## config.mk

```make
export PLATFORM = sky130hd
export DESIGN_NAME = fetch_pc_ctrl
export DESIGN_NICKNAME = d
export VERILOG_FILES = /design/src/rtl/riscv_pkg.sv /design/src/rtl/full_adder_32bit.sv /design/src/rtl/fetch_pc_ctrl.sv
export SDC_FILE = /design/constraint.sdc
export NUM_CORES = 1
export LEC_CHECK = 0
export CAP_MARGIN = 20
export CORE_MARGIN = 4
export CORE_UTILIZATION = 25
export DETAILED_ROUTE_END_ITERATION = 10
export GPL_TIMING_DRIVEN = 0
export PLACE_DENSITY = 0.5
export RECOVER_POWER = 50
export SLEW_MARGIN = 20
export SYNTH_ARGS = -nofsm -noshare
export SYNTH_HDL_FRONTEND = slang
export SYNTH_SLANG_ARGS = --single-unit
```

## constraint.sdc

```tcl
create_clock -name clk_i -period 4 [get_ports clk_i]
set_input_delay 1.2 -clock clk_i [delete_from_list [all_inputs] [get_ports clk_i]]
set_output_delay 1.2 -clock clk_i [all_outputs]
set_load 0.03 [all_outputs]
```

## src/rtl/riscv_pkg.sv

```systemverilog
// Shared core definitions: fetch FSM state encoding, canonical NOP and
// PC arithmetic constants used by the fetch stage.
package riscv_pkg;

    typedef enum logic [1:0] {
        IDLE,
        REQ,
        WAIT,
        HOLD
    } fetch_state_e;

    localparam logic [31:0] INSTR_NOP       = 32'h0000_0013;
    localparam logic [31:0] PC_STEP_DEFAULT = 32'd4;
    localparam logic [31:0] PC_ALIGN_MASK   = 32'hFFFF_FFFC;

    function automatic logic [31:0] align_pc(input logic [31:0] pc);
        return pc & PC_ALIGN_MASK;
    endfunction

endpackage

```

## src/rtl/full_adder_32bit.sv

```systemverilog
// 32-bit adder with carry in/out; used for the sequential PC increment.
module full_adder_32bit (
    input  logic [31:0] a,
    input  logic [31:0] b,
    input  logic        c_i,
    output logic [31:0] s,
    output logic        c_o
);

    assign {c_o, s} = {1'b0, a} + {1'b0, b} + {32'b0, c_i};

endmodule

```

## src/rtl/fetch_pc_ctrl.sv

```systemverilog
// Fetch-stage PC sequencer: owns pc_q, issues one imem fetch at a time,
// presents the result to IF/ID and discards fetches overtaken by redirects.
module fetch_pc_ctrl
    import riscv_pkg::*;
#(
    parameter logic [31:0] RESET_PC = 32'h0000_0000,
    parameter logic [31:0] PC_STEP  = PC_STEP_DEFAULT
) (
    input  logic        clk_i,
    input  logic        rst_i,
    input  logic        trap_valid_i,
    input  logic [31:0] trap_pc_i,
    input  logic        redirect_valid_i,
    input  logic [31:0] redirect_pc_i,
    output logic        imem_req_o,
    output logic [31:0] imem_addr_o,
    input  logic        imem_gnt_i,
    input  logic        imem_rvalid_i,
    input  logic [31:0] imem_rdata_i,
    output logic        if_valid_o,
    output logic [31:0] if_pc_o,
    output logic [31:0] if_instr_o,
    input  logic        if_ready_i
);

    fetch_state_e state_q, state_d;
    logic [31:0]  pc_q, pc_d;
    logic [31:0]  pc_seq;
    logic [31:0]  redirect_target;
    logic         redirect;
    logic         kill_q, kill_d;
    logic         valid_q, valid_d;
    logic [31:0]  if_pc_q, if_pc_d;
    logic [31:0]  if_instr_q, if_instr_d;
    logic         pc_carry_unused;

    full_adder_32bit u_pc_adder (
        .a   (pc_q),
        .b   (PC_STEP),
        .c_i (1'b0),
        .s   (pc_seq),
        .c_o (pc_carry_unused)
    );

    // Trap outranks a branch redirect raised in the same cycle.
    assign redirect        = trap_valid_i | redirect_valid_i;
    assign redirect_target = align_pc(trap_valid_i ? trap_pc_i : redirect_pc_i);

    always_comb begin
        // NOTE: every signal gets a default before the case so no path leaves it unassigned (no latches).
        state_d    = state_q;
        pc_d       = pc_q;
        kill_d     = kill_q;
        valid_d    = valid_q;
        if_pc_d    = if_pc_q;
        if_instr_d = if_instr_q;
        imem_req_o = 1'b0;

        unique case (state_q)
            IDLE: begin
                state_d = REQ;
                if (redirect) pc_d = redirect_target;
            end
            REQ: begin
                imem_req_o = 1'b1;
                if (redirect) begin
                    pc_d = redirect_target;
                    if (imem_gnt_i) begin
                        kill_d  = 1'b1;
                        state_d = WAIT;
                    end
                end else if (imem_gnt_i) begin
                    state_d = WAIT;
                end
            end
            WAIT: begin
                // A fetch in flight always completes; a redirect only marks its data stale.
                if (redirect) begin
                    pc_d = redirect_target;
                    if (imem_rvalid_i) begin
                        kill_d  = 1'b0;
                        state_d = REQ;
                    end else begin
                        kill_d = 1'b1;
                    end
                end else if (imem_rvalid_i) begin
                    if (kill_q) begin
                        kill_d  = 1'b0;
                        state_d = REQ;
                    end else begin
                        valid_d    = 1'b1;
                        if_pc_d    = pc_q;
                        if_instr_d = imem_rdata_i;
                        state_d    = HOLD;
                    end
                end
            end
            HOLD: begin
                if (redirect) begin
                    pc_d    = redirect_target;
                    valid_d = 1'b0;
                    state_d = REQ;
                end else if (if_ready_i) begin
                    pc_d    = pc_seq;
                    valid_d = 1'b0;
                    state_d = REQ;
                end
            end
            default: state_d = IDLE;
        endcase
    end

    // NOTE: sequential state uses non-blocking assignments so every register samples pre-edge values.
    always_ff @(posedge clk_i) begin
        if (rst_i) begin
            state_q    <= IDLE;
            pc_q       <= RESET_PC;
            kill_q     <= 1'b0;
            valid_q    <= 1'b0;
            if_pc_q    <= 32'h0;
            if_instr_q <= INSTR_NOP;
        end else begin
            state_q    <= state_d;
            pc_q       <= pc_d;
            kill_q     <= kill_d;
            valid_q    <= valid_d;
            if_pc_q    <= if_pc_d;
            if_instr_q <= if_instr_d;
        end
    end

    assign imem_addr_o = pc_q;
    assign if_valid_o  = valid_q;
    assign if_pc_o     = if_pc_q;
    assign if_instr_o  = if_instr_q;

endmodule

```

==> results.cfg, run 1 <==
[clock_tree]
cts-buffers-inserted = 9
clk_pin_slew_ps = 70
clkLatencyLatePin_ps = 350
clockRootBuffer = clkbuf_16
cts_hold_buf = 0
ctsLongestPathBuffers = 2
cts_tree = built
post_cts_buffers = 0
ctsResizeCount = 0
cts_sinks = 96
h-tree-depth = 3

[final_layout]
syn_to_final_growth_pct = 53.38
final_nets = 929
drive_above_1_share_pct = 5.690
diodes = 0
fin_area_mm2 = 0.007229

[logic_synthesis]
synth_warnings = 0
synth_top_family_by_area = simple AND/OR/NAND/NOR gates
ys.flop_type = dfxtp_1
synth_area_mm2 = 0.004713
synth_area_leaders = dfxtp_1 (41%), nand2_1 (12%), a21oi_1 (8.8%)
synth_area_per_cell_um2 = 7.664
yosys.area_share.simple_pct = 27.95
synthMuxAreaShare_pct = 4.407
synth_edf_count = 0
synth_compound_area_share_pct = 20.04
synth_fa_ha_area_share_pct = 1.327
synth_seq_cells = 96
synth_top_area_share_pct = 40.78
async_flop_share_pct = 0
synthCells = 615
synth.largest_area_cell = dfxtp_1
yosys.area_share.xor_xnor_pct = 0
synth_cell_types = 60
ys_seq_area_share_pct = 40.78

[run]
maxCapViolations = 0

[setup_path]
required_ps = 4210
cp_slowest_cell = dlygate4sd3_1
crit_start = rst_i
arrival_ps = 3620
crit_chain = dlygate4sd3_1 -> clkbuf_1 -> clkbuf_1 -> clkbuf_1 -> a21oi_1
crit_top_cell = clkbuf_1
crit_path_end_kind = flop
cp-start-kind = input pin
critPathMaxStageDelay_ps = 720
crit_fanout = 10
critPathKind = input pin to flop
r2r_start = state_q[0]
rr_worst_depth = 6

[hold_path]
holdCritStartpoint = if_instr_o[23]
hold_depth = 2
hp-class = flop to flop

[timing]
relSlewSlack_pct = 35.26
max_freq_mhz = 292.5
setup_tns_ps = 0
hold_viol = 0
grt_setup_unrepaired = false
tightest_slew_ps = 965.2
fin_skew_ps = 7.542
fin_crit_sh_pct = 85.48
final-max-slew-violation-count = 0
period_needed_ps = 3419
setup_viol_count_final = 0

[grt]
grt_max_degree = 17
grt_pass1_wl_mm = 29.06
grt.total_usage_pct = 17.22
antenna_found_initial = 1
grt_pass1_vias = 5225
grt_overflow_total = 0

[detailed_routing]
viasPerCell = 5.019
wire_per_inst_um = 17.83
ant_nets = 0
drc = 0
drt_iter0_drc = 323
wl_mm = 18.81
vias = 5295
drt_pass1_iterations = 5

[floorplan]
die_width_um = 145.3
die_y_um = 145.3
initial_core_util_pct = 25.80
num_io_pins = 201
dieArea_mm2 = 0.02111
rows = 49
core_area_mm2 = 0.01827

[outcome]
status = completed

[placed_design]
gp_congestion = 0.9026
place_hpwl_mm = 14.41
port_buffers = 192
dpl_cell_area_mm2 = 0.006933

[power_and_ir_drop]
p_per_area_mw_per_mm2 = 317.9
peakVddDrop_mv = 0.1861
p_leak_uw = 0.002820
[stage by stage]
step / setup slack (ps) / total power [µW] / utilization, % / hold WS [ps] / cells
global route: 438.6 / 2395 / 39.57 / 475.5 / 1055
detailed placement: 329.3 / 1439 / 37.95 / 447.0 / 1039
finish: 580.9 / 2298 / 39.57 / 450.3 / 1055
CTS: 697.2 / 2338 / 39.57 / 457.1 / 1055
global placement: 320.1 / 1437 / 37.95 / 442.3 / 1039
floorplan: 1428 / 1223 / - / 480.1 / 618
[synthesized netlist by cell type, drive strengths merged (2+ instances only)]
cell     count
a2bb2oi      4
o21ai       20
and3         6
a31oi        5
a221oi       2
dfxtp       96
nand3b       4
a222oi       3
o22ai        2
or3          2
a311o        2
or3b         3
nand4       16
nor2b        3
buf         18
a21o         3
and2         4
nor4         6
o211ai       2
nand3       17
inv         12
or2          4
nand2      154
or4          2
nor3b        3
a21oi       83
mux2         6
and4         4
a22oi       10
o311ai       4
nor2        38
a211oi       4
clkbuf      28
mux2i       14
o32ai        4
nand2b       4
ha           5
nor3         7
[cells in the final DEF, fill, tap and decap left out, types with 4 or more instances in the layout]
cell type	count
nand3b_1	4
a22oi_1	10
clkbuf_16	9
and3_1	6
nand3_1	17
nor2_1	38
and2_1	4
a211oi_1	4
nand2b_1	4
conb_1	4
a31oi_1	5
a2bb2oi_1	4
nor3_1	7
nand2_1	154
o311ai_0	4
o32ai_1	4
mux2i_1	14
buf_2	11
dfxtp_1	96
inv_1	12
clkbuf_1	28
buf_4	4
dlygate4sd3_1	93
and4_1	4
ha_1	5
clkdlybuf4s50_1	99
o21ai_0	20
mux2_2	6
a21oi_1	83
nor4_1	4
nand4_1	15
[sequential cells by signal, indices dropped and copies added (netlist names)]
name / cells
state_q: 2
if_pc_o: 30
imem_addr_o: 30
if_valid_o: 1
kill_q: 1
if_instr_o: 32
[routing by layer]
metal | track usage (%) | part of all wire [%] | vias to the layer above
met5 | 0 | 0.037 | -
met4 | 7.028 | 2.4 | 2
met3 | 4.210 | 7.1 | 31
met2 | 28.30 | 47 | 221
met1 | 21.69 | 43 | 2469
li1 | - | - | 2572
[worst paths after layout]
path / slack (ps) / end
hold reg to reg: 450 / if_instr_o[23]
setup / recovery: 580 / if_pc_o[16]
setup reg to reg: 1490 / imem_addr_o[7]
hold / removal: 450 / if_instr_o[23]
[worst max-delay path, delay by kind of cell]
family          cells  cell delay [ps]
buf+inv             4             2330
compound gates      1               90
[logic make-up after synthesis]
logic type | Yosys count
buf+inv | 58
fa+ha+maj | 5
flops | 96
simple gates | 279
other cells | 1
mux | 20
compound gates | 156
[final cells by class]
class | instances | area (µm²)
Timing Repair Buffer | 192 | 1922
Multi-Input combinational cell | 464 | 2547
Clock buffer | 9 | 225.2
Fill cell | 1869 | 11040
Clock inverter | 7 | 71.32
Buffer | 46 | 210.2
Tap cell | 229 | 286.5
Inverter | 12 | 45.04
Sequential cell | 96 | 1922
[where the power goes]
part           internal (µW)  switching, µW
registers                984           47.9
clock network            485            404
logic                    183            195
total                   1650            647
Power figures use the tool's default switching activity.
==> inputs of run 2 (changes only) <==
CAP_MARGIN = not set   (was 20)
==> results of run 2 <==
Same layout as run 1: the final DEF is identical, and so are final timing and power.
